File: src/rtl/text_memory_loader.sv
// Boot-time text memory loader.
// Frame layout: a 4-byte little-endian word count N, then N*4 payload bytes forming
// little-endian words, then one checksum byte. Payload words are written to the text
// memory from word address 0. The loader then checks that the payload bytes plus the
// checksum byte sum to zero mod 256. The core is held in reset until a load passes.
module text_memory_loader #(
   parameter int unsigned TEXT_BITS = 16
) (
   input  logic                 clock,
   input  logic                 reset_n,
   input  logic [7:0]           in_data,
   input  logic                 in_valid,
   output logic                 in_ready,
   input  logic                 start,
   output logic                 wr_enable,
   output logic [TEXT_BITS-3:0] wr_address,
   output logic [31:0]          wr_data,
   output logic                 core_hold,
   output logic                 done,
   output logic                 error
);

   localparam int unsigned AW       = TEXT_BITS - 2;
   localparam logic [31:0] CAPACITY = 32'(1) << AW;

   typedef enum logic [2:0] {
      StHeader,
      StPayload,
      StCheck,
      StDone,
      StError
   } state_e;

   state_e               state_q, state_d;
   logic [1:0]           byte_cnt_q, byte_cnt_d;
   logic [TEXT_BITS-2:0] word_cnt_q, word_cnt_d;
   logic [31:0]          count_q, count_d;
   logic [31:0]          shift_q, shift_d;
   logic [7:0]           acc_q, acc_d;
   logic                 wr_enable_q, wr_enable_d;
   logic [AW-1:0]        wr_address_q, wr_address_d;
   logic [31:0]          wr_data_q, wr_data_d;
   logic                 done_q, done_d;
   logic                 error_q, error_d;
   logic                 hold_q, hold_d;

   logic                 accept;
   logic [31:0]          next_word;
   logic [7:0]           check_sum;

   // Byte handshake depends only on state, never on in_valid.
   assign in_ready  = (state_q == StHeader) || (state_q == StPayload) || (state_q == StCheck);
   assign accept    = in_valid && in_ready;
   // Little-endian assembly: each new byte enters at the top and moves down.
   assign next_word = {in_data, shift_q[31:8]};
   assign check_sum = acc_q + in_data;

   // Next-state and datapath decode.
   always_comb begin
      state_d      = state_q;
      byte_cnt_d   = byte_cnt_q;
      word_cnt_d   = word_cnt_q;
      count_d      = count_q;
      shift_d      = shift_q;
      acc_d        = acc_q;
      wr_enable_d  = 1'b0;
      wr_address_d = wr_address_q;
      wr_data_d    = wr_data_q;
      done_d       = done_q;
      error_d      = error_q;
      hold_d       = hold_q;

      unique case (state_q)
         StHeader: begin
            if (accept) begin
               shift_d    = next_word;
               byte_cnt_d = byte_cnt_q + 2'd1;
               if (byte_cnt_q == 2'd3) begin
                  count_d = next_word;
                  if (next_word > CAPACITY) begin
                     state_d = StError;
                     error_d = 1'b1;
                  end else if (next_word == 32'd0) begin
                     state_d = StCheck;
                  end else begin
                     state_d = StPayload;
                  end
               end
            end
         end
         StPayload: begin
            if (accept) begin
               shift_d    = next_word;
               acc_d      = acc_q + in_data;
               byte_cnt_d = byte_cnt_q + 2'd1;
               if (byte_cnt_q == 2'd3) begin
                  wr_enable_d  = 1'b1;
                  wr_address_d = word_cnt_q[AW-1:0];
                  wr_data_d    = next_word;
                  word_cnt_d   = word_cnt_q + 1'b1;
                  if (32'(word_cnt_d) == count_q) begin
                     state_d = StCheck;
                  end
               end
            end
         end
         StCheck: begin
            if (accept) begin
               if (check_sum == 8'd0) begin
                  state_d = StDone;
                  done_d  = 1'b1;
                  hold_d  = 1'b0;
               end else begin
                  state_d = StError;
                  error_d = 1'b1;
               end
            end
         end
         StDone, StError: begin
            if (start) begin
               state_d    = StHeader;
               byte_cnt_d = '0;
               word_cnt_d = '0;
               count_d    = '0;
               shift_d    = '0;
               acc_d      = '0;
               done_d     = 1'b0;
               error_d    = 1'b0;
               hold_d     = 1'b1;
            end
         end
         default: begin
            state_d = StHeader;
         end
      endcase
   end

   // State and output registers; reset discards any partial frame.
   always_ff @(posedge clock or negedge reset_n) begin
      if (!reset_n) begin
         state_q      <= StHeader;
         byte_cnt_q   <= '0;
         word_cnt_q   <= '0;
         count_q      <= '0;
         shift_q      <= '0;
         acc_q        <= '0;
         wr_enable_q  <= 1'b0;
         wr_address_q <= '0;
         wr_data_q    <= '0;
         done_q       <= 1'b0;
         error_q      <= 1'b0;
         hold_q       <= 1'b1;
      end else begin
         state_q      <= state_d;
         byte_cnt_q   <= byte_cnt_d;
         word_cnt_q   <= word_cnt_d;
         count_q      <= count_d;
         shift_q      <= shift_d;
         acc_q        <= acc_d;
         wr_enable_q  <= wr_enable_d;
         wr_address_q <= wr_address_d;
         wr_data_q    <= wr_data_d;
         done_q       <= done_d;
         error_q      <= error_d;
         hold_q       <= hold_d;
      end
   end

   assign wr_enable  = wr_enable_q;
   assign wr_address = wr_address_q;
   assign wr_data    = wr_data_q;
   assign done       = done_q;
   assign error      = error_q;
   assign core_hold  = hold_q;

endmodule
File: config.mk
export PLATFORM = sky130hd
export DESIGN_NAME = text_memory_loader
export DESIGN_NICKNAME = d
export VERILOG_FILES = /design/src/rtl/text_memory_loader.sv
export SDC_FILE = /design/constraint.sdc
export NUM_CORES = 1
export LEC_CHECK = 0
export CAP_MARGIN = 20
export CELL_PAD_IN_SITES_DETAIL_PLACEMENT = 0
export CELL_PAD_IN_SITES_GLOBAL_PLACEMENT = 2
export CORE_MARGIN = 3
export CORE_UTILIZATION = 35
export CTS_CLUSTER_SIZE = 10
export DETAILED_ROUTE_END_ITERATION = 6
export GPL_TIMING_DRIVEN = 0
export PLACE_DENSITY = 0.82
export SLEW_MARGIN = 20
export SYNTH_ARGS = -nofsm -noshare
export SYNTH_HDL_FRONTEND = slang
export SYNTH_SLANG_ARGS = --single-unit
File: constraint.sdc
create_clock -name clock -period 3.1 [get_ports clock]
set_clock_uncertainty 0.1 [all_clocks]
set_input_delay 0.62 -clock clock [delete_from_list [all_inputs] [get_ports clock]]
set_output_delay 0.62 -clock clock [all_outputs]
set_load 0.01 [all_outputs]
==> out/summary.txt <==
H-tree lvl count - 4
# setup viols final - 0
Slew @ Worst Pin - 657.2 ps
Synth async-reset ratio - 100.0%
clock sinks - 134
Post-synth EDFFs - 0
HP Class - input port to async pin
gr usage total - 18.73%
Critical Path Start Type - input port
row count - 48
Crit Path Class - input port to register
drt first pass iters - 6
crit end category - register
Post-Syn Instances - 709
final layout net count - 815
largest net degree at the start of global routing - 87
Die ar. - 0.01967 sq mm
syn_nets - 731
dpl ws - -766.4 ps
total gr overflow - 0
Final WS setup - 69.83 ps
critical path peak fanout - 4
CP required - 3350 ps
PortBufs - 61
footprint of the multi-input gates - 0.002805 sq mm
RR Startpoint - acc_q[0]
CTS Root Cell - clkbuf_16
fillers - 1,710
Slowest-stage cell, CP - or4b_4
#FFs+latches synth - 134
unrepaired setup endpoints after global routing - yes
CTS buffer count - 17
Worst R2R Setup Slack - 210 ps
Die Ht - 140.3 um
ys flop type - dfrtp_1
drt via density - 5.175
register area share after synthesis - 53.17%
Synth cell types - 58
status - completed
Worst Reg-to-Reg Cells - 9
most frequent cells in the layout - nand2_1, dfrtp_1, o21ai_0
per-cell routed wire length - 16.90 um
reg2reg end - core_hold
CP top delay family - compound AO/OA/AOI/OAI gates
critical path depth in cells - 10
remaining routing DRC violations - 0
Rel. slew slack - 55.57%
Tmin final - 3030 ps
Clock Pin Slew Worst Setup and Hold Paths - 60 ps
Mean Syn Cell Area - 8.898 sq um
Pwr per Cell Area - 761.8 mW/mm^2
global placer's final weighted congestion - 0.8798
post-cts hold buffer count - 0
Worst-Skew Late Latency - 420 ps
initial antenna violation count - 0
critical path cell sequence - dlygate4sd2_1, ha_4, fa_2, a211oi_2, o21bai_1, a21oi_1, xnor2_1, or4b_4, or2_1, a221o_1
Critical Path End - core_hold
commonest non-fill, non-tap cell in the layout - nand2_1
P&R area growth vs syn - 24.55%
vias in the first global route - 5,524
share of layout cells above drive strength 1 - 8.065%
Worst Setup SP - in_data[0]
core area - 0.01748 sq mm
VDD IR-drop max - 0.0004228 V
Tot Pwr - 0.005986 W
Tcrit/Tclk final - 97.75%
clk buf depth - 2
# IOs - 63
max cap viols - 0
first-pass GRT wire length - 29.30 mm
post-route ant nets - 0
WP data arrival - 3280 ps
max-slew violation total from the final report - 0
starting density of the core - 36.10%
Vias - 5,335
Netlist Area Pre-Place - 0.006309 sq mm
DRT iter0 DRCs - 430
HPWL Detailed - 12.47 mm
Total Wirelength - 17.43 mm
max incr delay on CP - 540 ps
standby leakage power - 3.614 nW
f_max - 330.0 MHz
Yosys warnings - 0
Reg area - 0.003354 sq mm
die width - 140.3 um
final hold vios - 0
CP Buf/Inv Count - 1
CTS tree - yes
antenna cell count - 0
==> worst min-delay path by stage <==
stage	from	to	slack (ps)	cells past startpoint
detailed placement	wr_data[18]	wr_data[18]	360	2
CTS	reset_n	wr_data[15]	10	1
global placement	wr_data[15]	wr_data[15]	360	2
global route	reset_n	wr_data[5]	30	1
finish	reset_n	wr_data[7]	7	1
floorplan	reset_n	acc_q[0]	220	0
==> flip-flops by register name, summed over array words and instances, names as in the netlist <==
name,cells
wr_address,14
acc_q,8
state_q,3
done,1
word_cnt_q,15
byte_cnt_q,2
shift_q,24
wr_enable,1
core_hold,1
count_q,32
wr_data,32
error,1
==> report_power, final <==
| group | internal, W | total [W] | switching, W |
|---|---|---|---|
| Combinational | 0.000634 | 0.00158 | 0.000944 |
| Sequential | 0.00212 | 0.00251 | 0.000385 |
| Clock | 0.00112 | 0.00190 | 0.000778 |
| Total | 0.00388 | 0.00599 | 0.00211 |
==> synthesized netlist by cell type (6+ instances only) <==
| cell type | number | share of area [%] |
|---|---|---|
| nand2_1 | 255 | 15 |
| dfrtp_1 | 133 | 53 |
| o21ai_0 | 86 | 6.8 |
| clkbuf_1 | 29 | 1.7 |
| nor2_1 | 23 | 1.4 |
| xnor2_1 | 19 | 2.6 |
| a21oi_1 | 14 | 1.1 |
| nor4_1 | 13 | 1.3 |
| ha_1 | 9 | 1.8 |
| xor2_1 | 9 | 1.2 |
| o31ai_1 | 8 | 0.95 |
| nand4_1 | 7 | 0.69 |
| nor3_1 | 7 | 0.56 |
| inv_1 | 6 | 0.36 |
| nand3_1 | 6 | 0.48 |
| o21a_1 | 6 | 0.71 |
==> metrics by stage <==
step                TNS [ps]  std cells  utilization (%)  cell area (sq um)  hold WS, ps
floorplan                  0        709                -               6311        224.4
CTS                   -7.391       1028            44.77               7824        13.73
finish                     0       1031            44.96               7858        7.415
detailed placement     -6450        996            41.40               7236        361.3
global placement     -557810        995            41.22               7203        356.9
global route          -67.56       1031            44.96               7858        30.34
==> repair_timing <==
action / CTS / global route
setup buffers: 0 / 3
pin swaps: 1 / 1
resized for setup: 10 / 3
endpoints found under the hold margin: 0 / 0
endpoints found under the setup margin: 8 / 14
gates cloned: 0 / 0
==> metal layers <==
| layer | track usage (%) | part of all wire, % | up-vias |
|---|---|---|---|
| met5 | 0 | 0 | - |
| met2 | 30.87 | 50 | 102 |
| met4 | 6.323 | 1.3 | 0 |
| li1 | - | - | 2572 |
| met1 | 25.08 | 45 | 2644 |
| met3 | 3.278 | 3.7 | 17 |
==> worst register-to-register path: cells and delay by family (launching register included) <==
kind | cells | cell delay, ps
AO/OA/AOI/OAI | 4 | 860
XOR/XNOR | 1 | 100
adder cells (fa/ha/maj) | 2 | 560
flip-flops | 1 | 410
AND/OR/NAND/NOR | 2 | 790
==> cells by family after synthesis <==
family | after synthesis | share of synthesized area [%]
AO/OA/AOI/OAI | 148 | 14.00
XOR/XNOR | 28 | 3.887
adder cells (fa/ha/maj) | 10 | 2.102
buffers and inverters | 47 | 3.173
flip-flops | 134 | 53.17
multiplexers | 3 | 0.5355
AND/OR/NAND/NOR | 339 | 23.13
==> layout make-up <==
type | count | area share (%)
clock inverter | 12 | 1.338
multi-input combinational | 528 | 35.70
clock buffer | 20 | 5.685
buffer | 41 | 2.277
tap | 225 | 3.583
inverter | 6 | 0.2866
timing repair buffer | 65 | 8.439
sequential | 134 | 42.69
No activity file was read; power rests on OpenSTA's default activity.
